File: src/rtl/mac_tx_ctrl.sv
// Transmit MAC controller: FIFO -> MII/GMII byte stream with preamble, pad, FCS, IFG and RMON.
// Define MAC_TX_PAUSE_EN to build the pause-quanta counter and PAUSE state.
module mac_tx_ctrl #(
   parameter int PREAMBLE_LEN = 7,
   parameter int MIN_DATA_LEN = 60,
   parameter int PAUSE_SLOT   = 64
) (
   input  logic        Clk,
   input  logic        Reset,
   input  logic [7:0]  Fifo_data,
   input  logic        Fifo_data_en,
   input  logic        Fifo_data_end,
   output logic        Fifo_rd,
   output logic [7:0]  MTxD,
   output logic        MTxEn,
   output logic        MTxErr,
   input  logic [5:0]  TX_IFG_SET,
   input  logic [15:0] pause_quanta,
   input  logic        pause_quanta_val,
   output logic [15:0] Tx_pkt_length_rmon,
   output logic        Tx_apply_rmon,
   output logic        Tx_pkt_err_rmon
);

   typedef enum logic [2:0] {
      IDLE, PREAMBLE, SFD, DATA, PAD, FCS, IFG
`ifdef MAC_TX_PAUSE_EN
      , PAUSE
`endif
   } state_t;

   state_t      state, state_nxt;
   logic [7:0]  ph_cnt;
   logic [15:0] byte_cnt, cnt_inc;
   logic [31:0] crc, fcs;
   logic        abort;
   logic        pause_pend;
   logic [5:0]  ifg_len;

   function automatic logic [31:0] crc_byte(input logic [31:0] c, input logic [7:0] d);
      logic [31:0] r;
      r = c;
      for (int i = 0; i < 8; i++)
         r = (r[0] ^ d[i]) ? ((r >> 1) ^ 32'hEDB8_8320) : (r >> 1);
      return r;
   endfunction

   assign cnt_inc = (byte_cnt == 16'hFFFF) ? byte_cnt : byte_cnt + 16'd1;
   assign fcs     = ~crc;
   assign ifg_len = (TX_IFG_SET < 6'd12) ? 6'd12 : TX_IFG_SET;

`ifdef MAC_TX_PAUSE_EN
   logic [15:0] quanta;
   logic [15:0] presc;

   always_ff @(posedge Clk) begin
      if (Reset) begin
         quanta <= '0;
         presc  <= '0;
      end else if (pause_quanta_val) begin
         quanta <= pause_quanta;
         presc  <= '0;
      end else if (quanta != 16'd0) begin
         if (presc == 16'(PAUSE_SLOT - 1)) begin
            presc  <= '0;
            quanta <= quanta - 16'd1;
         end else begin
            presc <= presc + 16'd1;
         end
      end
   end

   assign pause_pend = (quanta != 16'd0);
`else
   wire unused_pause = ^{pause_quanta, pause_quanta_val};
   assign pause_pend = 1'b0;
`endif

   always_comb begin
      state_nxt = state;
      Fifo_rd   = 1'b0;
      unique case (state)
         IDLE: begin
`ifdef MAC_TX_PAUSE_EN
            if (pause_pend) state_nxt = PAUSE;
            else
`endif
            if (Fifo_data_en && !pause_pend) state_nxt = PREAMBLE;
         end
         PREAMBLE: if (ph_cnt == 8'(PREAMBLE_LEN - 1)) state_nxt = SFD;
         SFD:      state_nxt = DATA;
         DATA: begin
            Fifo_rd = 1'b1;
            if (!Fifo_data_en)
               state_nxt = IFG;
            else if (Fifo_data_end)
               state_nxt = (cnt_inc < 16'(MIN_DATA_LEN)) ? PAD : FCS;
         end
         PAD:      if (cnt_inc >= 16'(MIN_DATA_LEN)) state_nxt = FCS;
         FCS:      if (ph_cnt == 8'd3) state_nxt = IFG;
         // IFG state lasts one clock short of the gap; the IDLE clock completes it
         IFG: begin
            if (ph_cnt == 8'(ifg_len) - 8'd2) begin
`ifdef MAC_TX_PAUSE_EN
               state_nxt = pause_pend ? PAUSE : IDLE;
`else
               state_nxt = IDLE;
`endif
            end
         end
`ifdef MAC_TX_PAUSE_EN
         PAUSE:    if (!pause_pend) state_nxt = IDLE;
`endif
         default:  state_nxt = IDLE;
      endcase
   end

   always_ff @(posedge Clk) begin
      if (Reset) begin
         state              <= IDLE;
         ph_cnt             <= '0;
         byte_cnt           <= '0;
         crc                <= '0;
         abort              <= 1'b0;
         MTxD               <= '0;
         MTxEn              <= 1'b0;
         MTxErr             <= 1'b0;
         Tx_pkt_length_rmon <= '0;
         Tx_apply_rmon      <= 1'b0;
         Tx_pkt_err_rmon    <= 1'b0;
      end else begin
         state         <= state_nxt;
         ph_cnt        <= (state_nxt != state) ? 8'd0 : ph_cnt + 8'd1;
         MTxD          <= 8'h00;
         MTxEn         <= 1'b0;
         MTxErr        <= 1'b0;
         Tx_apply_rmon <= 1'b0;
         case (state)
            PREAMBLE: begin
               MTxD  <= 8'h55;
               MTxEn <= 1'b1;
            end
            SFD: begin
               MTxD     <= 8'hD5;
               MTxEn    <= 1'b1;
               crc      <= 32'hFFFF_FFFF;
               byte_cnt <= '0;
               abort    <= 1'b0;
            end
            DATA: begin
               MTxEn <= 1'b1;
               if (Fifo_data_en) begin
                  MTxD     <= Fifo_data;
                  crc      <= crc_byte(crc, Fifo_data);
                  byte_cnt <= cnt_inc;
               end else begin
                  MTxErr <= 1'b1;
                  abort  <= 1'b1;
               end
            end
            PAD: begin
               MTxEn    <= 1'b1;
               crc      <= crc_byte(crc, 8'h00);
               byte_cnt <= cnt_inc;
            end
            FCS: begin
               MTxEn <= 1'b1;
               MTxD  <= fcs[ph_cnt[1:0]*8 +: 8];
            end
            IFG: begin
               if (ph_cnt == 8'd0) begin
                  Tx_apply_rmon      <= 1'b1;
                  Tx_pkt_err_rmon    <= abort;
                  Tx_pkt_length_rmon <= abort ? byte_cnt :
                                        (byte_cnt > 16'hFFFB) ? 16'hFFFF : byte_cnt + 16'd4;
               end
            end
            default: ;
         endcase
      end
   end

endmodule

File: config.mk
export PLATFORM = sky130hd
export DESIGN_NAME = mac_tx_ctrl
export DESIGN_NICKNAME = d
export VERILOG_FILES = /design/src/rtl/mac_tx_ctrl.sv
export SDC_FILE = /design/constraint.sdc
export NUM_CORES = 1
export LEC_CHECK = 0
export CORE_MARGIN = 2
export CORE_UTILIZATION = 62
export DETAILED_ROUTE_END_ITERATION = 6
export HOLD_SLACK_MARGIN = 0.03
export PLACE_DENSITY = 0.93
export SLEW_MARGIN = 20
export SYNTH_ARGS = -nofsm -noshare
export SYNTH_HDL_FRONTEND = slang
export SYNTH_SLANG_ARGS = --single-unit
File: constraint.sdc
create_clock -name Clk -period 7.6 [get_ports Clk]
set_input_delay 1.52 -clock Clk [delete_from_list [all_inputs] [get_ports Clk]]
set_output_delay 1.52 -clock Clk [all_outputs]
set_load 0.01 [all_outputs]
==> metrics.csv, run 1 <==
stage;metric;value;unit
timing;clock_skew;0.0192;ns
min_path;min-delay-path-class;flop to flop;
clock_network;clock_tree.buffer_depth;2;
clock_network;clk_pin_slew_worst_paths;0.12;ns
floorplanning;fp.dieArea;0.0104;mm²
clock_network;htree_num_levels;3;
clock_network;clk_root_buffer_cell;clkbuf_8;
placement;place.gp.congestion;0.986;
logic_synthesis;syn-cell-area;0.00596;mm²
floorplanning;floorplan.die.height;102;µm
route;via_count;5600;
finish;drive_above_1_share;6.39;%
placement;placedInstanceArea;0.00635;mm²
floorplanning;fp.coreArea;0.00928;mm²
finish;most-common-layout-cells;97 x xnor2_1, 93 x nor2_1, 88 x dfxtp_1;
placement;place.detailed.instances;848;
worst_setup_path;worst_ep_required_time;6.08;ns
logic_synthesis;ys_types;60;
finish;most_common_library_cell_in_the_layout_ignoring_fill_and_taps;xnor2_1;
finish;flow.area_growth_from_synthesis;9.82;%
flow_run;cap_violations;0;
timing;setup-tns-final;0;ns
logic_synthesis;mappedNetlistNets;776;
floorplanning;floorplan.rows;35;
grt;overflow;0;
grt;grt_antenna_before_repair;0;
logic_synthesis;primary_flip_flop_cell_chosen_by_synthesis_mapping;dfxtp_1;
route;drt_drc_violations_left;0;
placement;port_buffers;46;
route;vias_per_cell;6.48;
route;antenna_violating_nets_post_route;0;
clock_network;tritoncts;done;
worst_setup_path;critical-path-max-stage-delay;0.78;ns
grt;pin_count_of_the_biggest_net_entering_global_routing;74;
placement;detailedPlace.worstSlack;2.94;ns
logic_synthesis;postSynthRegisterBits;88;
logic_synthesis;synth-edff-count;0;
worst_setup_path;worst-endpoint-arrival;2.93;ns
floorplanning;pin_count;64;
power;power_density;142;mW/mm²
clock_network;cts.sinks;88;
finish;post-route-cell-area;0.00655;mm²
worst_setup_path;cp_max_fo;21;
finish;n_antenna_cell;0;
worst_setup_path;worst-setup-path-type;flop to output pin;
timing;final_hold_vios;0;
timing;slew_violations;0;
power;power.static_leakage;0.00220;µW
timing;finalSetupViolCount;0;
logic_synthesis;syn-mean-instance-area;8.12;µm²
route;detail_route.wirelength;15900;µm
grt;gr_util_all_layers;31.4;%
status;run_status;completed;
logic_synthesis;synth-seq-area-share;29.5;%
finish;layout.cells.non_filler;864;
floorplanning;initial_utilization;64.2;%
timing;worst-slew-pin-transition;1.16;ns
power;report.power.total;928;µW
worst_setup_path;worstPathCellList;nand3b_1, inv_1, clkdlybuf4s50_1;
clock_network;cts_resized;0;
timing;setup_slack;3.15;ns
worst_setup_path;worstSetupStartpointType;flop;
logic_synthesis;synthesis.instances;734;
timing;final.min_clock_period;4.45;ns
route;initialDrtViolationCount;495;
clock_network;number_of_buffers_created_by_cts;9;
logic_synthesis;synth_async_sr_flop_share;0;%
placement;post-dp-hpwl;10900;µm
logic_synthesis;synth.yosys.warnings;0;
timing;grt_setup_unrepaired;false;
timing;clock.fmax;225;MHz
clock_network;clkLatencyLatePin;0.39;ns
clock_network;post-cts-setup-buffers;0;
route;routedWlPerCell;18.4;µm
clock_network;hold_buffers;0;
route;drt_pass1_iterations;6;
timing;final.period_utilization;58.5;%
grt;first_global_vias;5361;
worst_setup_path;critical_path.endpoint_type;output pin;
floorplanning;die_width;102;µm
power;worst_ir_drop_vdd;0.000120;V
grt;grt_pass1_wl;26100;µm
worst_setup_path;slowest_stage;inv_1;
finish;nets;772;
timing;maxSlewHeadroom;22.7;%
where the power goes:
group	internal [µW]	total [µW]	leakage (µW)	switching (µW)
Combinational	58.8	127	0.00140	68.0
Sequential	463	474	0.000709	11.0
Clock	128	327	0.0000966	198
cell usage after synthesis, types with 2 or more instances:
master / number / area, µm²
or3_1: 6 / 37.5
nor2b_1: 9 / 56.3
nand3b_1: 4 / 30.0
and4b_1: 2 / 20.0
inv_1: 10 / 37.5
nor3_1: 47 / 235
clkbuf_1: 51 / 191
a21oi_1: 50 / 250
o22ai_1: 9 / 56.3
o21ai_0: 25 / 125
xor2_1: 53 / 464
a311oi_1: 4 / 35.0
nor2_1: 94 / 353
a21o_1: 2 / 15.0
or2_2: 2 / 12.5
buf_2: 8 / 40.0
nand3_1: 19 / 95.1
nand4_1: 7 / 43.8
or4_4: 2 / 22.5
and3_1: 3 / 18.8
nor4_1: 4 / 25.0
nand2_1: 32 / 120
dfxtp_1: 88 / 1760
a22oi_1: 3 / 22.5
a31oi_1: 8 / 50.1
o32a_1: 2 / 20.0
o221ai_1: 4 / 35.0
a221o_1: 4 / 40.0
xnor2_1: 97 / 850
nor3_2: 7 / 70.1
mux2i_1: 4 / 40.0
buf_1: 4 / 15.0
a221oi_1: 7 / 61.3
or4_1: 2 / 15.0
mux4_2: 8 / 180
a211oi_1: 20 / 150
ha_1: 7 / 87.6
o21a_1: 3 / 22.5
nand2b_1: 2 / 12.5
cell type report:
cell class	count	area, µm²
multi-input cells	572	3910
fillers	718	2740
flip-flops and latches	88	1760
repair buffers	49	478
well taps	129	161
clock buffers	9	124
clock inverters	7	72.6
inverters	10	37.5
worst paths after layout:
kind | endpoint | slack [ns] | from | cells after the start
hold / removal | Tx_pkt_err_rmon | 0.48 | Tx_pkt_err_rmon | 2
setup reg to reg | byte_cnt[7] | 3.80 | state[1] | 8
hold reg to reg | Tx_pkt_err_rmon | 0.48 | Tx_pkt_err_rmon | 2
setup / recovery | Fifo_rd | 3.15 | state[1] | 3
worst max-delay path: cells and delay by family, from the launching register on:
family                 cells  cell delay, ns
buffers and inverters      2            1.45
DFF                        1            0.57
and+or+nand+nor            1            0.51
sequential cells by signal, indices dropped and copies added (netlist names):
register and count:
abort 1, crc 32, Tx_pkt_err_rmon 1, MTxEn 1
state 3, Tx_pkt_length_rmon 16, MTxD 8, ph_cnt 8
MTxErr 1, byte_cnt 16, Tx_apply_rmon 1
cell families (layout without fill, tap and decap cells):
group,Yosys count,after routing,share of synthesized area (%)
xor gates and xnor gates,152,152,22.8
muxes,13,13,3.88
buffers and inverters,74,75,4.95
DFF,88,88,29.5
adders and majority gates,7,7,1.47
and+or+nand+nor,247,247,20.4
AOI/OAI and AO/OA,153,153,17.0
per-layer routing:
layer  GRT usage (%)  share of wire [%]
met3            7.80                 11
met4            15.4                3.3
met1            39.6                 39
met2            50.6                 47
met5               0                  0
through the flow:
step	util (%)	hold slack [ns]
after floorplan	-	0.477
after global placement	68.4	0.460
after detailed placement	68.4	0.462
after CTS	70.5	0.478
after global routing	70.5	0.507
final	70.5	0.478
Note: power is estimated with default switching activity, not from simulation.
==> run 2: changes to the inputs <==
--- a/config.mk
+++ b/config.mk
@@ -6,10 +6,10 @@
 export NUM_CORES = 1
 export LEC_CHECK = 0
 export CORE_MARGIN = 2
-export CORE_UTILIZATION = 62
+export CORE_UTILIZATION = 58
 export DETAILED_ROUTE_END_ITERATION = 6
 export HOLD_SLACK_MARGIN = 0.03
-export PLACE_DENSITY = 0.93
+export PLACE_DENSITY = 0.89
 export SLEW_MARGIN = 20
 export SYNTH_ARGS = -nofsm -noshare
 export SYNTH_HDL_FRONTEND = slang
==> constraint.sdc (replaced) <==
create_clock -name Clk -period 4.56 [get_ports Clk]
set_input_delay 0.912 -clock Clk [delete_from_list [all_inputs] [get_ports Clk]]
set_output_delay 0.912 -clock Clk [all_outputs]
set_load 0.01 [all_outputs]
==> run 2 against run 1 <==
Against the previous run:
- setup slack got worse by 2.5 ns
- largest cell class unchanged
- highest routed layer unchanged
- power rose by 63%
- die area rose by 6.6%
==> metrics.csv, run 2 (synthesized netlist as in run 1, its figures left out) <==
stage;metric;value;unit;change
status;run_status;completed;;
worst_setup_path;critical_path.endpoint_type;output pin;;
finish;most-common-layout-cells;97 x xnor2_1, 94 x nor2_1, 88 x dfxtp_1;;
clock_network;hold_buffers;0;;unchanged
worst_setup_path;timing.rr.start;ph_cnt[1];;
timing;slew_violations;0;;unchanged
worst_setup_path;worstPathCellList;nand3b_1, inv_1, clkdlybuf4s50_1;;
worst_setup_path;rr_endpoint;ph_cnt[1];;
power;power.static_leakage;0.00224;µW;+1.8%
finish;drive_above_1_share;7.37;%;+0.98 points
timing;finalSetupViolCount;0;;unchanged
finish;finish.utilization;65.2;%;-5.3 points
worst_setup_path;critical-path-max-stage-delay;0.81;ns;+0.03 ns
clock_network;clk_root_buffer_cell;clkbuf_8;;
route;initialDrtViolationCount;606;;+22%
power;worst_ir_drop_vdd;0.000171;V;+43%
clock_network;clock_tree.buffer_depth;2;;unchanged
worst_setup_path;worst-endpoint-arrival;2.99;ns;+0.06 ns
finish;biggestRegsByFlops;crc (32), Tx_pkt_length_rmon (16), byte_cnt (16);;
min_path;min-delay-start;Tx_pkt_err_rmon;;
grt;grt_antenna_before_repair;0;;unchanged
flow_run;cap_violations;0;;unchanged
route;detail_route.wirelength;16000;µm;+0.59%
worst_setup_path;worstSetupStartpointType;flop;;
timing;final.min_clock_period;3.90;ns;
timing;clock.fmax;257;MHz;
grt;overflow;0;;unchanged
grt;pin_count_of_the_biggest_net_entering_global_routing;42;;-43%
worst_setup_path;timing.reg2reg.setup_slack;0.96;ns;-2.84 ns
finish;flow.area_growth_from_synthesis;10.9;%;
finish;nets;783;;+1.4%
clock_network;htree_num_levels;3;;unchanged
finish;most_common_library_cell_in_the_layout_ignoring_fill_and_taps;xnor2_1;;
timing;final_hold_vios;0;;unchanged
grt;gr_util_all_layers;29.2;%;-2.3 points
clock_network;cts.sinks;88;;unchanged
finish;largest_register_ffs;32;;unchanged
finish;multi_input_comb_area;0.00391;mm²;about the same
clock_network;tritoncts;done;;
floorplanning;pin_count;64;;unchanged
finish;area.sequential;0.00176;mm²;unchanged
route;routedWlPerCell;18.1;µm;-1.5%
clock_network;post-cts-setup-buffers;0;;unchanged
route;drt_drc_violations_left;0;;unchanged
worst_setup_path;slowest_stage;inv_1;;
floorplanning;initial_utilization;58.8;%;-5.4 points
timing;setup-tns-final;0;ns;unchanged
timing;worst-slew-pin-transition;0.937;ns;-0.219 ns
worst_setup_path;reg2reg_depth;8;;unchanged
floorplanning;floorplan.die.height;105;µm;+3.3%
worst_setup_path;worst-setup-path-type;flop to output pin;;
clock_network;number_of_buffers_created_by_cts;9;;unchanged
clock_network;clk_pin_slew_worst_paths;0.09;ns;-0.03 ns
finish;register_with_the_highest_flop_count;crc;;
grt;first_global_vias;5505;;+2.7%
min_path;min-delay-path-class;flop to flop;;
placement;post-dp-hpwl;11100;µm;+1.9%
timing;maxSlewHeadroom;37.3;%;+15 points
finish;n_antenna_cell;0;;unchanged
timing;grt_setup_unrepaired;false;;
timing;clock_skew;0.0119;ns;-0.00735 ns
worst_setup_path;cp_max_fo;21;;unchanged
power;power_density;229;mW/mm²;+62%
placement;place.gp.congestion;0.978;;-0.84%
route;vias_per_cell;6.39;;-1.4%
grt;grt_pass1_wl;26400;µm;+1.2%
route;antenna_violating_nets_post_route;0;;unchanged
placement;port_buffers;46;;unchanged
clock_network;clkLatencyLatePin;0.38;ns;about the same
route;drt_pass1_iterations;6;;unchanged
min_path;worst_hold_path.num_cells;2;;unchanged
finish;fillers;811;;+13%
route;via_count;5638;;+0.68%
floorplanning;fp.dieArea;0.0111;mm²;+6.6%
floorplanning;die_width;105;µm;+3.3%
floorplanning;floorplan.rows;37;;+5.7%
floorplanning;fp.coreArea;0.0101;mm²;+9.2%
min_path;min_delay_worst_endpoint;Tx_pkt_err_rmon;;
timing;final.period_utilization;85.5;%;
clock_network;cts_resized;0;;unchanged
worst_setup_path;worst_ep_required_time;3.65;ns;-2.43 ns
-- run 2: power breakdown --
group	internal, µW	leakage (µW)	switching [µW]	total (µW)
clock	202	0.0000801	303	505
sequential	772	0.000709	10.9	783
combinational	101	0.00145	124	226
total	1080	0.00224	438	1510
-- run 2: how the worst max path moves through the flow --
stage,startpoint,endpoint,slack (ns)
after floorplan,ph_cnt[0],ph_cnt[1],1.30
after global placement,Fifo_data_en,ph_cnt[7],0.78
after detailed placement,Fifo_data_en,ph_cnt[1],0.71
after CTS,state[0],Fifo_rd,0.77
after global routing,state[0],Fifo_rd,0.53
final,state[1],Fifo_rd,0.66
-- run 2: metal layers --
layer	GRT usage (%)	vias to the layer above	share of wire [%]
met2	45.9	355	46
met1	38.3	2628	41
met5	0	-	0
met3	5.50	70	9.5
li1	-	2585	-
met4	14.4	0	3.7
-- run 2: final cells by class --
type	count	share of cell area [%]
multi-input cells	572	59.1
clock buffers	11	1.99
well taps	136	2.57
inverters	10	0.568
repair buffers	60	8.48
clock inverters	5	0.624
flip-flops and latches	88	26.6
-- run 2: per-stage QoR --
stage	total power, µW	worst slack, ns	area, µm²	hold WS (ns)	instances
3_3_place_gp	1010	0.779	6440	0.459	866
5_1_grt	1560	0.527	6610	0.522	882
3_5_place_dp	1020	0.712	6440	0.479	866
2_1_floorplan	958	1.30	5960	0.477	734
4_1_cts	1510	0.771	6610	0.491	882
6_report	1510	0.662	6610	0.488	882
-- run 2: worst max-delay path: cells and delay by family (launching register included) --
kind / cells / cell delay (ns)
DFF: 1 / 0.57
buffers and inverters: 2 / 1.48
and+or+nand+nor: 1 / 0.55
==> run 3: changes to the inputs <==
--- a/config.mk
+++ b/config.mk
@@ -6,10 +6,10 @@
 export NUM_CORES = 1
 export LEC_CHECK = 0
 export CORE_MARGIN = 2
-export CORE_UTILIZATION = 58
+export CORE_UTILIZATION = 30
 export DETAILED_ROUTE_END_ITERATION = 6
 export HOLD_SLACK_MARGIN = 0.03
-export PLACE_DENSITY = 0.89
+export PLACE_DENSITY = 0.55
 export SLEW_MARGIN = 20
 export SYNTH_ARGS = -nofsm -noshare
 export SYNTH_HDL_FRONTEND = slang
==> run 3 against run 2 <==
Against the previous run:
- power rose by 14%
- register-to-register slack improved by 0.11 ns
- largest cell class unchanged
- sequential share of layout area decreased by 1.2 points
- critical path type is now flop to flop
- cell area increased by 4.6%
- first-iteration DRC count decreased by 44%
- highest routed layer unchanged
- non-clock buffer count increased by 4
- fmax rose by 12%
==> metrics.csv, run 3 (synthesized netlist as in run 1, its figures left out) <==
stage;metric;value;unit;change
min_path;min-delay-path-class;flop to flop;;
finish;register_with_the_highest_flop_count;crc;;
clock_network;tritoncts;done;;
floorplanning;fp.dieArea;0.0210;mm²;+89%
power;power.static_leakage;0.00232;µW;+3.5%
grt;grt_antenna_before_repair;0;;unchanged
floorplanning;die_width;145;µm;+38%
finish;largest_register_ffs;32;;unchanged
finish;area.sequential;0.00176;mm²;unchanged
placement;place.gp.congestion;0.881;;-9.9%
worst_setup_path;worstSetupStartpointType;flop;;
clock_network;hold_buffers;0;;unchanged
timing;final.min_clock_period;3.49;ns;-0.405 ns
route;initialDrtViolationCount;338;;-44%
status;run_status;completed;;
grt;pin_count_of_the_biggest_net_entering_global_routing;44;;+4.8%
clock_network;clock_tree.buffer_depth;2;;unchanged
finish;most-common-layout-cells;97 x xnor2_1, 93 x nor2_1, 88 x dfxtp_1;;
clock_network;number_of_buffers_created_by_cts;9;;unchanged
floorplanning;floorplan.die.height;145;µm;+38%
timing;worst-slew-pin-transition;0.895;ns;-0.0416 ns
worst_setup_path;worst_ep_required_time;4.84;ns;+1.19 ns
clock_network;cts_resized;0;;unchanged
timing;grt_setup_unrepaired;false;;
worst_setup_path;timing.reg2reg.setup_slack;1.07;ns;+0.11 ns
route;routedWlPerCell;16.3;µm;-10%
timing;clock_skew;0.00788;ns;-0.00401 ns
clock_network;cts.sinks;88;;unchanged
route;vias_per_cell;5.13;;-20%
timing;final.period_utilization;76.6;%;-8.9 points
route;via_count;5212;;-7.6%
timing;maxSlewHeadroom;39.9;%;+2.6 points
worst_setup_path;critical_path_buf_inv_count;0;;-2
worst_setup_path;critical_path.top_delay_family;simple AND/OR/NAND/NOR gates;;
clock_network;clk_pin_slew_worst_paths;0.07;ns;-0.02 ns
clock_network;clkLatencyLatePin;0.35;ns;-0.03 ns
clock_network;clk_root_buffer_cell;clkbuf_16;;
worst_setup_path;slowest_stage;o41a_4;;
floorplanning;initial_utilization;30.6;%;-28 points
route;drt_pass1_iterations;5;;-1
power;worst_ir_drop_vdd;0.000136;V;-21%
finish;biggestRegsByFlops;crc (32), Tx_pkt_length_rmon (16), byte_cnt (16);;
timing;slew_violations;0;;unchanged
timing;final_hold_vios;0;;unchanged
clock_network;htree_num_levels;3;;unchanged
grt;overflow;0;;unchanged
floorplanning;pin_count;64;;unchanged
worst_setup_path;timing.rr.start;byte_cnt[0];;
finish;flow.area_growth_from_synthesis;16.0;%;
clock_network;post-cts-setup-buffers;0;;unchanged
power;power_density;249;mW/mm²;+9.0%
grt;first_global_vias;4957;;-10%
worst_setup_path;worst-setup-path-type;flop to flop;;
finish;n_antenna_cell;0;;unchanged
route;antenna_violating_nets_post_route;0;;unchanged
route;drt_drc_violations_left;0;;unchanged
placement;port_buffers;46;;unchanged
flow_run;cap_violations;0;;unchanged
finish;multi_input_comb_area;0.00391;mm²;about the same
finish;most_common_library_cell_in_the_layout_ignoring_fill_and_taps;xnor2_1;;
worst_setup_path;worst-endpoint-arrival;3.77;ns;+0.78 ns
worst_setup_path;cp_max_fo;10;;-52%
route;detail_route.wirelength;16500;µm;+3.4%
timing;setup-tns-final;0;ns;unchanged
finish;nets;787;;+0.51%
finish;drive_above_1_share;8.27;%;+0.89 points
floorplanning;fp.coreArea;0.0195;mm²;+92%
worst_setup_path;critical_path.endpoint_type;flop;;
timing;hold-worst-slack;0.478;ns;-0.00992 ns
timing;clock.fmax;286;MHz;+12%
min_path;min-delay-start;Tx_pkt_err_rmon;;
worst_setup_path;worstPathCellList;ha_1, nand2_1, or3_1, o311a_1, or4_1, or4_4, o41a_4, nor3_2;;
worst_setup_path;critical-path-max-stage-delay;0.59;ns;-0.22 ns
grt;grt_pass1_wl;27100;µm;+2.6%
floorplanning;floorplan.rows;51;;+38%
worst_setup_path;crit_path_start;byte_cnt[0];;
timing;finalSetupViolCount;0;;unchanged
grt;gr_util_all_layers;15.9;%;-13 points
placement;post-dp-hpwl;11600;µm;+5.1%
finish;fillers;2050;;+150%
## run 3: changes by cell type in the layout (fill, tap and decap cells not counted), sizes merged
cell	before	now
clkbuf	11	10
buf	15	19
inv	11	12
## run 3: metal layers
metal,global-route usage (%),vias to the layer above,routed length (µm)
met1,21.9,2483,8020
met5,0,-,0
li1,-,2588,-
met2,25.4,121,7530
met3,2.01,20,621
met4,6.29,0,345
## run 3: worst paths after layout
kind                     endpoint  cells after the start
setup / recovery        ph_cnt[3]                      8
hold / removal    Tx_pkt_err_rmon                      2
setup reg to reg        ph_cnt[3]                      8
hold reg to reg   Tx_pkt_err_rmon                      2
## run 3: through the flow
step | power (µW) | worst slack (ns) | utilization [%] | area [µm²] | std cells
after floorplan | 958 | 1.30 | - | 5960 | 734
after global placement | 1020 | 0.767 | 34.1 | 6640 | 999
after detailed placement | 1020 | 0.718 | 34.1 | 6640 | 999
after CTS | 1750 | 1.04 | 35.5 | 6920 | 1015
after global routing | 1800 | 0.857 | 35.5 | 6920 | 1015
final | 1730 | 1.07 | 35.5 | 6920 | 1015
## run 3: where the power goes
part | switching, µW | internal [µW]
logic | 123 | 104
clock network | 333 | 386
registers | 7.30 | 772
total | 463 | 1260
## run 3: area by class of cell
type	instances	area share (%)
Multi-Input combinational cell	572	56.6
Sequential cell	88	25.5
Inverter	10	0.543
Clock inverter	6	0.615
Tap cell	265	4.79
Clock buffer	10	3.46
Timing Repair Buffer	64	8.54
## run 3: tightest hold or removal path, stage by stage, from the launching register on
cell      delay, ns
dfxtp_1        0.31
nand2b_1       0.06
a21oi_1        0.06
